==> config.mk <==
export PLATFORM = sky130hd
export DESIGN_NAME = axi_lite_rd_arb
export DESIGN_NICKNAME = d
export VERILOG_FILES = /design/src/rtl/axi_lite_rd_arb.sv
export SDC_FILE = /design/constraint.sdc
export NUM_CORES = 1
export LEC_CHECK = 0
export BUFFER_PORTS_ARGS = -buffer_cell sky130_fd_sc_hd__buf_2
export CORE_MARGIN = 2
export CORE_UTILIZATION = 40
export CTS_CLUSTER_SIZE = 16
export DETAILED_ROUTE_END_ITERATION = 12
export PLACE_DENSITY_LB_ADDON = 0.25
export SLEW_MARGIN = 20
export SYNTH_ARGS = -nofsm -noshare
export SYNTH_HDL_FRONTEND = slang
export SYNTH_SLANG_ARGS = --single-unit
==> constraint.sdc <==
create_clock -name clk_i -period 2.6 [get_ports clk_i]
set_clock_uncertainty 0.1 [all_clocks]
set_input_delay 0.26 -clock clk_i [delete_from_list [all_inputs] [get_ports clk_i]]
set_output_delay 0.26 -clock clk_i [all_outputs]
set_load 0.05 [all_outputs]
==> src/rtl/axi_lite_rd_arb.sv <==
// Round-robin AXI4-Lite read arbiter: NUM_SLV_PORTS read masters share one read slave, R returned in order.
// Define AXI_LITE_RD_ARB_R_SPILL_EN to register the R path through a 2-entry spill buffer.
module axi_lite_rd_arb #(
    parameter int unsigned NUM_SLV_PORTS = 4,
    parameter int unsigned ADDR_WIDTH    = 32,
    parameter int unsigned DATA_WIDTH    = 32,
    parameter int unsigned MAX_TRANS     = 4
) (
    input  logic                                    clk_i,
    input  logic                                    rst_ni,
    input  logic [NUM_SLV_PORTS-1:0][ADDR_WIDTH-1:0] slv_ar_addr_i,
    input  logic [NUM_SLV_PORTS-1:0]                slv_ar_valid_i,
    output logic [NUM_SLV_PORTS-1:0]                slv_ar_ready_o,
    output logic [DATA_WIDTH-1:0]                   slv_r_data_o,
    output logic [1:0]                              slv_r_resp_o,
    output logic [NUM_SLV_PORTS-1:0]                slv_r_valid_o,
    input  logic [NUM_SLV_PORTS-1:0]                slv_r_ready_i,
    output logic [ADDR_WIDTH-1:0]                   mst_ar_addr_o,
    output logic                                    mst_ar_valid_o,
    input  logic                                    mst_ar_ready_i,
    input  logic [DATA_WIDTH-1:0]                   mst_r_data_i,
    input  logic [1:0]                              mst_r_resp_i,
    input  logic                                    mst_r_valid_i,
    output logic                                    mst_r_ready_o
);

    localparam int unsigned IDX_W = (NUM_SLV_PORTS > 1) ? $clog2(NUM_SLV_PORTS) : 1;
    localparam int unsigned PTR_W = (MAX_TRANS > 1) ? $clog2(MAX_TRANS) : 1;
    localparam int unsigned CNT_W = $clog2(MAX_TRANS + 1);

    logic [IDX_W-1:0] rr_q;
    logic [IDX_W-1:0] lock_idx_q;
    logic             lock_q;
    logic [IDX_W-1:0] winner;
    logic             full;
    logic             empty;
    logic             ar_hs;
    logic             push;
    logic             pop;

    logic [IDX_W-1:0] fifo_q [MAX_TRANS];
    logic [PTR_W-1:0] wr_ptr_q;
    logic [PTR_W-1:0] rd_ptr_q;
    logic [CNT_W-1:0] cnt_q;
    logic [IDX_W-1:0] head;

    // First requesting port at or after the pointer; scanning downwards lets the nearest one win.
    function automatic logic [IDX_W-1:0] rr_pick(input logic [NUM_SLV_PORTS-1:0] vld,
                                                 input logic [IDX_W-1:0]         ptr);
        logic [IDX_W-1:0] pick;
        int               c;
        pick = ptr;
        for (int i = NUM_SLV_PORTS - 1; i >= 0; i--) begin
            c = (int'(ptr) + i) % NUM_SLV_PORTS;
            if (vld[c]) pick = IDX_W'(c);
        end
        return pick;
    endfunction

    function automatic logic [IDX_W-1:0] idx_inc(input logic [IDX_W-1:0] idx);
        return (int'(idx) == NUM_SLV_PORTS - 1) ? '0 : idx + IDX_W'(1);
    endfunction

    function automatic logic [PTR_W-1:0] ptr_inc(input logic [PTR_W-1:0] ptr);
        return (int'(ptr) == MAX_TRANS - 1) ? '0 : ptr + PTR_W'(1);
    endfunction

    assign full  = (cnt_q == CNT_W'(MAX_TRANS));
    assign empty = (cnt_q == '0);

    // AR arbitration: combinational, grant frozen while a stalled request is pending
    assign winner         = lock_q ? lock_idx_q : rr_pick(slv_ar_valid_i, rr_q);
    assign mst_ar_valid_o = rst_ni & (|slv_ar_valid_i) & ~full;
    assign mst_ar_addr_o  = slv_ar_addr_i[winner];
    assign ar_hs          = mst_ar_valid_o & mst_ar_ready_i;
    assign push           = ar_hs;

    always_comb begin
        slv_ar_ready_o         = '0;
        slv_ar_ready_o[winner] = rst_ni & mst_ar_ready_i & ~full;
    end

    always_ff @(posedge clk_i or negedge rst_ni) begin
        if (!rst_ni) begin
            rr_q       <= '0;
            lock_q     <= 1'b0;
            lock_idx_q <= '0;
        end else if (ar_hs) begin
            rr_q   <= idx_inc(winner);
            lock_q <= 1'b0;
        end else if (mst_ar_valid_o) begin
            lock_q     <= 1'b1;
            lock_idx_q <= winner;
        end
    end

    // Grantee index FIFO: one entry per outstanding read, head owns the next R beat
    assign head = fifo_q[rd_ptr_q];

    always_ff @(posedge clk_i) begin
        if (push) fifo_q[wr_ptr_q] <= winner;
    end

    always_ff @(posedge clk_i or negedge rst_ni) begin
        if (!rst_ni) begin
            wr_ptr_q <= '0;
            rd_ptr_q <= '0;
            cnt_q    <= '0;
        end else begin
            if (push) wr_ptr_q <= ptr_inc(wr_ptr_q);
            if (pop)  rd_ptr_q <= ptr_inc(rd_ptr_q);
            if (push && !pop) begin
                cnt_q <= cnt_q + CNT_W'(1);
            end else if (!push && pop) begin
                cnt_q <= cnt_q - CNT_W'(1);
            end
        end
    end

`ifdef AXI_LITE_RD_ARB_R_SPILL_EN
    logic [DATA_WIDTH-1:0] spill_data_p1 [2];
    logic [1:0]            spill_resp_p1 [2];
    logic                  spill_wr_q;
    logic                  spill_rd_q;
    logic [1:0]            spill_cnt_q;
    logic                  spill_in;
    logic                  spill_vld;

    // R stage p1: only accept beats that still have an unclaimed FIFO entry behind the buffered ones
    assign spill_vld     = (spill_cnt_q != 2'd0);
    assign mst_r_ready_o = rst_ni & (spill_cnt_q != 2'd2) & (32'(cnt_q) > 32'(spill_cnt_q));
    assign spill_in      = mst_r_valid_i & mst_r_ready_o;
    assign pop           = rst_ni & spill_vld & slv_r_ready_i[head];
    assign slv_r_data_o  = spill_data_p1[spill_rd_q];
    assign slv_r_resp_o  = spill_resp_p1[spill_rd_q];

    always_comb begin
        slv_r_valid_o       = '0;
        slv_r_valid_o[head] = rst_ni & spill_vld;
    end

    always_ff @(posedge clk_i) begin
        if (spill_in) begin
            spill_data_p1[spill_wr_q] <= mst_r_data_i;
            spill_resp_p1[spill_wr_q] <= mst_r_resp_i;
        end
    end

    always_ff @(posedge clk_i or negedge rst_ni) begin
        if (!rst_ni) begin
            spill_wr_q  <= 1'b0;
            spill_rd_q  <= 1'b0;
            spill_cnt_q <= 2'd0;
        end else begin
            if (spill_in) spill_wr_q <= ~spill_wr_q;
            if (pop)      spill_rd_q <= ~spill_rd_q;
            if (spill_in && !pop) begin
                spill_cnt_q <= spill_cnt_q + 2'd1;
            end else if (!spill_in && pop) begin
                spill_cnt_q <= spill_cnt_q - 2'd1;
            end
        end
    end

    r_beat_without_request: assert property (@(posedge clk_i) disable iff (!rst_ni)
        !(mst_r_valid_i && (32'(cnt_q) <= 32'(spill_cnt_q))));
`else
    assign mst_r_ready_o = rst_ni & ~empty & slv_r_ready_i[head];
    assign pop           = mst_r_valid_i & mst_r_ready_o;
    assign slv_r_data_o  = mst_r_data_i;
    assign slv_r_resp_o  = mst_r_resp_i;

    always_comb begin
        slv_r_valid_o       = '0;
        slv_r_valid_o[head] = rst_ni & ~empty & mst_r_valid_i;
    end

    r_beat_without_request: assert property (@(posedge clk_i) disable iff (!rst_ni)
        !(mst_r_valid_i && empty));
`endif

endmodule

### Yosys cells after proc, flatten, opt, wreduce, memory -nomap -nowiden

Memory sizes are Yosys's and may differ from the RTL's.
Cells that the tools add are included.

* bits in registers: 12
* RAM bits: 8
* bits of input ports: 174
* output and inout bits: 76
* word-level logic and storage cells: 82
* memories kept: 1

Memory list
* fifo_q: words 4, width 2, rd ports 1, clocked after memory_dff 0, write ports 1, RTL line 41 `logic [IDX_W-1:0] fifo_q [MAX_TRANS];`

* add/subtract/negate cells: 8
* $lt $le $gt $ge: 8
* equal/unequal tests: 4
* muxes and demuxes: 30
* bitwise operators: 14
* reductions and logical operators: 11

Operators by type and width (number)
* $bmux W32 S2: 1
* $mux W32: 1
* $lt A2 B3 Y1 const B: 6
* $mux W2: 8
* $mux W1: 11
* $bmux W1 S2: 5
* $and A1 B1 Y1: 9
* $add A2 B1 Y2 const B: 4
* $and A4 B4 Y4: 2
* $eq A2 B2 Y1 const B: 3
* $mux W3: 2
* $add A2 B2 Y2 const B: 2
* $demux W1 S2: 2
* $ge A2 B1 Y1 const B: 2
* $logic_and A1 B1 Y1: 4
* $reduce_bool A2 Y1: 2
* $reduce_or A4 Y1: 1
* $add A3 B1 Y3 const B: 1
* $eq A3 B3 Y1 const B: 1
* $logic_not A3 Y1: 1
* $not A1 Y1: 3
* $sub A3 B1 Y3 const B: 1
* $logic_not A1 Y1: 2
* $reduce_and A2 Y1: 1

### Logic depth before layout (Yosys ltp)

* depth after elaboration: 13
* mapped depth: 11
* depth with buffers taken out: 11

### Worst setup path after synthesis

Ideal clock, no wire load.

* path kind: register to output
* from: register rr_q[0]
* to: output port slv_ar_ready_o[1]
* data arrival time: 2432 ps
* required time: 2240 ps
* setup slack: -192 ps
* cell stages (with the launch flop): 7
* path buffers: 2
* path through: dfrtp_1 > nand2b_1 > a21oi_2 > o41a_1 > buf_6 > buf_6 > nor3_1

* longest elaborated chain between the ends: 13
* elaborated cells between the ends (all ways): 22
* those cells by class: 3 x add/sub; 2 x order compare; 15 x mux; 1 x bitwise; 1 x reduce/logical

Ends and longest elaborated chain
* start: declaration: RTL line 31 `logic [IDX_W-1:0] rr_q;`
* start signal: assignment: RTL line 89 `rr_q <= idx_inc(winner);`
* $add A2 B2 Y2: RTL line 54 `c = (int'(ptr) + i) % NUM_SLV_PORTS;`
* $bmux W1 S2: RTL line 55 `if (vld[c]) pick = IDX_W'(c);`
* $mux W1 (not written as such): RTL line 55
* $mux W2 (3 in series): RTL line 55
* $mux W2 *: RTL line 55
* $mux W2 *: RTL line 72 `assign winner = lock_q ? lock_idx_q : rr_pick(slv_ar_valid_i, rr_q);`
* $lt A2 B3 Y1 (not written as such) / $ge A2 B1 Y1 (equally long branches): RTL line 80 `slv_ar_ready_o[winner] = rst_ni & mst_ar_ready_i & ~full;`
* $logic_and A1 B1 Y1 (not written as such): RTL line 80
* $mux W1 (not written as such): RTL line 80
* $demux W1 S2 *: RTL line 80
* $and A4 B4 Y4 (no source line) *
* end: declaration: RTL line 13 `output logic [NUM_SLV_PORTS-1:0] slv_ar_ready_o,`

Mark *: on every way between the ends. The rest lies on a longest branch, timed or not. The select of a mux whose other input is x is not followed.

### Worst setup path after layout

* from: register rr_q[1]
* to: output port mst_ar_addr_o[19]

* longest elaborated chain between the ends: 10
* elaborated cells between the ends (all ways): 18
* those cells by class: 3 x add/sub; 15 x mux

Ends and longest elaborated chain
* $add A2 B2 Y2: RTL line 54
* $bmux W1 S2: RTL line 55
* $mux W1 (not written as such): RTL line 55
* $mux W2 (3 in series): RTL line 55
* $mux W2 *: RTL line 55
* $mux W2 *: RTL line 72
* $bmux W32 S2 *: RTL line 74 `assign mst_ar_addr_o = slv_ar_addr_i[winner];`
* $mux W32 (not written as such) *: RTL line 74
* end: declaration: RTL line 18 `output logic [ADDR_WIDTH-1:0] mst_ar_addr_o,`

Marks and branches as above.

==> flow_summary.json <==
{
  "status": "finished with violations",
  "violations": "negative setup slack",
  "synth_top_flop_cell": "dfrtp_1",
  "final.min_clock_period_ns": 2.70,
  "hold_path.class": "in2async",
  "maxCapViolations": 0,
  "pwr-share-seq_pct": 7.4,
  "leakagePower_nw": 2.65,
  "hold_ws_ns": 0.283,
  "syn_nets": 711,
  "clock_latency_ns": 0.26,
  "path_class": "reg2out",
  "ys_warn_count": 0,
  "power.internal_mw": 3.44,
  "swShare_pct": 56.9,
  "num_vias": 5017,
  "drive_above_1_share_pct": 49.1,
  "synth-seq-cells": 20,
  "place_hpwl_um": 10600,
  "setup_slack_ns": -0.101,
  "synth_area_per_cell_sq_um": 7.49,
  "rrSetupSlack_ns": -0.04,
  "grt_overflow": 0,
  "clkPwrFrac_pct": 2.5,
  "p_comb_share_pct": 90.1,
  "drt_iter0_markers": 341,
  "cts_tree": "yes",
  "numPortBuffers": 181,
  "layout_common_cells": "buf_2, o31ai_1, nor2_1",
  "synth_edf_count": 8,
  "grt_use_total_pct": 26.0,
  "end_kind": "primary output",
  "async_flop_share_pct": 60.0,
  "grt_pass1_vias": 4887,
  "via_per_inst": 6.17,
  "synthTopCellsByArea": "o31ai_1, mux2i_1, buf_4, dfrtp_1, nor2_1",
  "area_growth_pct": 52.4,
  "htreeDepth": 1,
  "start_kind": "flip-flop",
  "detail_route.wirelength_um": 15600,
  "clock-sinks": 20,
  "antenna_left": 0,
  "cts_root_buf": "clkbuf_8",
  "antenna_found_initial": 0,
  "finalHoldViolations": 0,
  "tightest_slew_ns": 0.492,
  "first_pass_iters": 5,
  "clockBufferDepth": 2,
  "dieArea_sq_um": 10700,
  "power-per-cell-area_nw_per_um2": 1320,
  "final-seq-area_sq_um": 546,
  "synthesis.instances": 529,
  "wire_per_inst_um": 19.2,
  "fillers": 828,
  "netSwitchingPower_mw": 4.54,
  "fin_crit_sh_pct": 104,
  "drv_slew": 0,
  "cp_max_fo": 5,
  "grt_pass1_wl_um": 23600,
  "multiInputGateArea_sq_um": 3290,
  "relSlewSlack_pct": 67.2,
  "synth_area_sq_um": 3960,
  "drcViolationCount": 0,
  "ys_seq_area_share_pct": 13.6,
  "synth_largest_area_cell": "o31ai_1",
  "arrival_ns": 2.34,
  "max_clock_freq_ghz": 0.370,
  "grt_start_max_net_pins": 37,
  "initial_core_util_pct": 40.9,
  "ir_drop_uv": 948,
  "cp.required_ns": 2.24,
  "die_x_um": 104,
  "ys_types": 45,
  "fin_nets": 863,
  "die_h_um": 104,
  "rsz0062_at_grt": "yes",
  "row_count": 36,
  "gp_congestion": 0.809,
  "n_antenna_cell": 0,
  "clk_pin_slew_ns": 0.07,
  "tns_ns": -0.819,
  "cts_made_buffers": 3,
  "synth.top_cell.area_share_pct": 18.8,
  "layout_commonest_cell": "buf_2",
  "setup_viol": 17,
  "io_pins": 250,
  "core-area_sq_um": 9680
}
cells in the mapped netlist, types with 2 or more instances:
cell type and count:
clkbuf_1 48, nor3_1 2, a31oi_1 32, dfrtp_1 12, inv_1 8, buf_4 40, a21oi_2 2, nand2b_1 3
o21ai_0 2, nor2_1 75, and2_1 4, a22oi_1 32, nor2b_1 3, o31ai_1 99, buf_6 4, nand2_1 7
edfxtp_1 8, ha_1 7, mux2_1 2, buf_2 7, mux2i_1 34, a21o_1 33, nand4_1 32, xor2_1 2
and3_1 7, mux2_2 4, mux4_2 2
area by class of cell:
class	instances	share of cell area, %
multi-input combinational	401	54.6
clock buffer	3	0.684
tap	133	2.76
inverter	9	0.622
timing repair buffer	246	32.3
clock inverter	1	0.0622
sequential	20	9.04
per-stage QoR:
step / power [mW] / worst slack [ns] / utilization [%] / instance area [sq um] / cells
final: 7.98 / -0.101 / 62.3 / 6040 / 813
after global routing: 8.39 / -0.207 / 62.3 / 6040 / 813
after CTS: 7.07 / -0.0437 / 56.2 / 5450 / 801
after detailed placement: 6.23 / -0.0584 / 51.6 / 5000 / 784
after global placement: 6.13 / -0.0195 / 51.6 / 5000 / 784
after floorplan: 5.01 / -0.0713 / - / 4090 / 529
what timing repair did:
action / CTS / global route
hold endpoints to repair: 5 / 0
pin swaps: 4 / 8
gates cloned: 3 / 6
buffers inserted: 9 / 11
setup endpoints to repair: 38 / 38
hold buffers: 1 / 0
resized for setup: 75 / 89
sequential cells by signal (all words and copies together), names as in the netlist:
signal and count:
cnt_q 3, lock_q 1, lock_idx_q 2, rr_q 2, rd_ptr_q 2, wr_ptr_q 2
fifo_q 8
layer usage:
layer / part of all wire (%) / vias up / track usage, % / routed length, um
li1: - / 2328 / - / -
met5: 0 / - / 0 / 0
met3: 7.0 / 32 / 3.84 / 1090
met1: 41 / 2396 / 32.8 / 6370
met4: 2.0 / 0 / 6.56 / 306
met2: 50 / 261 / 46.5 / 7850
cell families after synthesis:
logic type / Yosys count / synth area share [%]
compound gates: 208 / 39.3
simple gates: 139 / 16.9
buf+inv: 108 / 15.0
mux: 43 / 11.8
flops: 20 / 13.6
fa+ha+maj: 8 / 2.72
xor+xnor: 3 / 0.663
power groups by stage:
stage | logic, mW | registers (mW) | clock network, mW
2_1_floorplan | 4.45 | 0.555 | 0
3_3_place_gp | 5.55 | 0.580 | 0
3_5_place_dp | 5.64 | 0.586 | 0
4_1_cts | 6.29 | 0.577 | 0.206
5_1_grt | 7.56 | 0.604 | 0.226
6_report | 7.19 | 0.587 | 0.203
path summary, 6_finish.rpt:
path	end	depth (start not counted)	startpoint
setup / recovery	mst_ar_addr_o[19]	11	rr_q[1]$_DFFE_PN0P_
hold / removal	cnt_q[0]$_DFFE_PN0P_	2	rst_ni
setup reg to reg	cnt_q[1]$_DFFE_PN0P_	9	rd_ptr_q[0]$_DFFE_PN0P_
hold reg to reg	cnt_q[2]$_DFFE_PN0P_	1	cnt_q[2]$_DFFE_PN0P_
max in group asynchronous	lock_q$_DFFE_PN0P_	3	rst_ni
min in group clk_i	slv_r_data_o[20]	0	mst_r_data_i[20]
worst max-delay path, stage by stage (launching register included):
cell and delay, ns:
dfrtp_2 0.44, buf_6 0.13, nand2_4 0.05, a311oi_4 0.11, buf_6 0.16, buf_12 0.12
buf_8 0.12, buf_8 0.13, o31ai_1 0.31, mux2i_1 0.15, a31oi_2 0.18, buf_6 0.18
(Power assumes the default switching activity.)
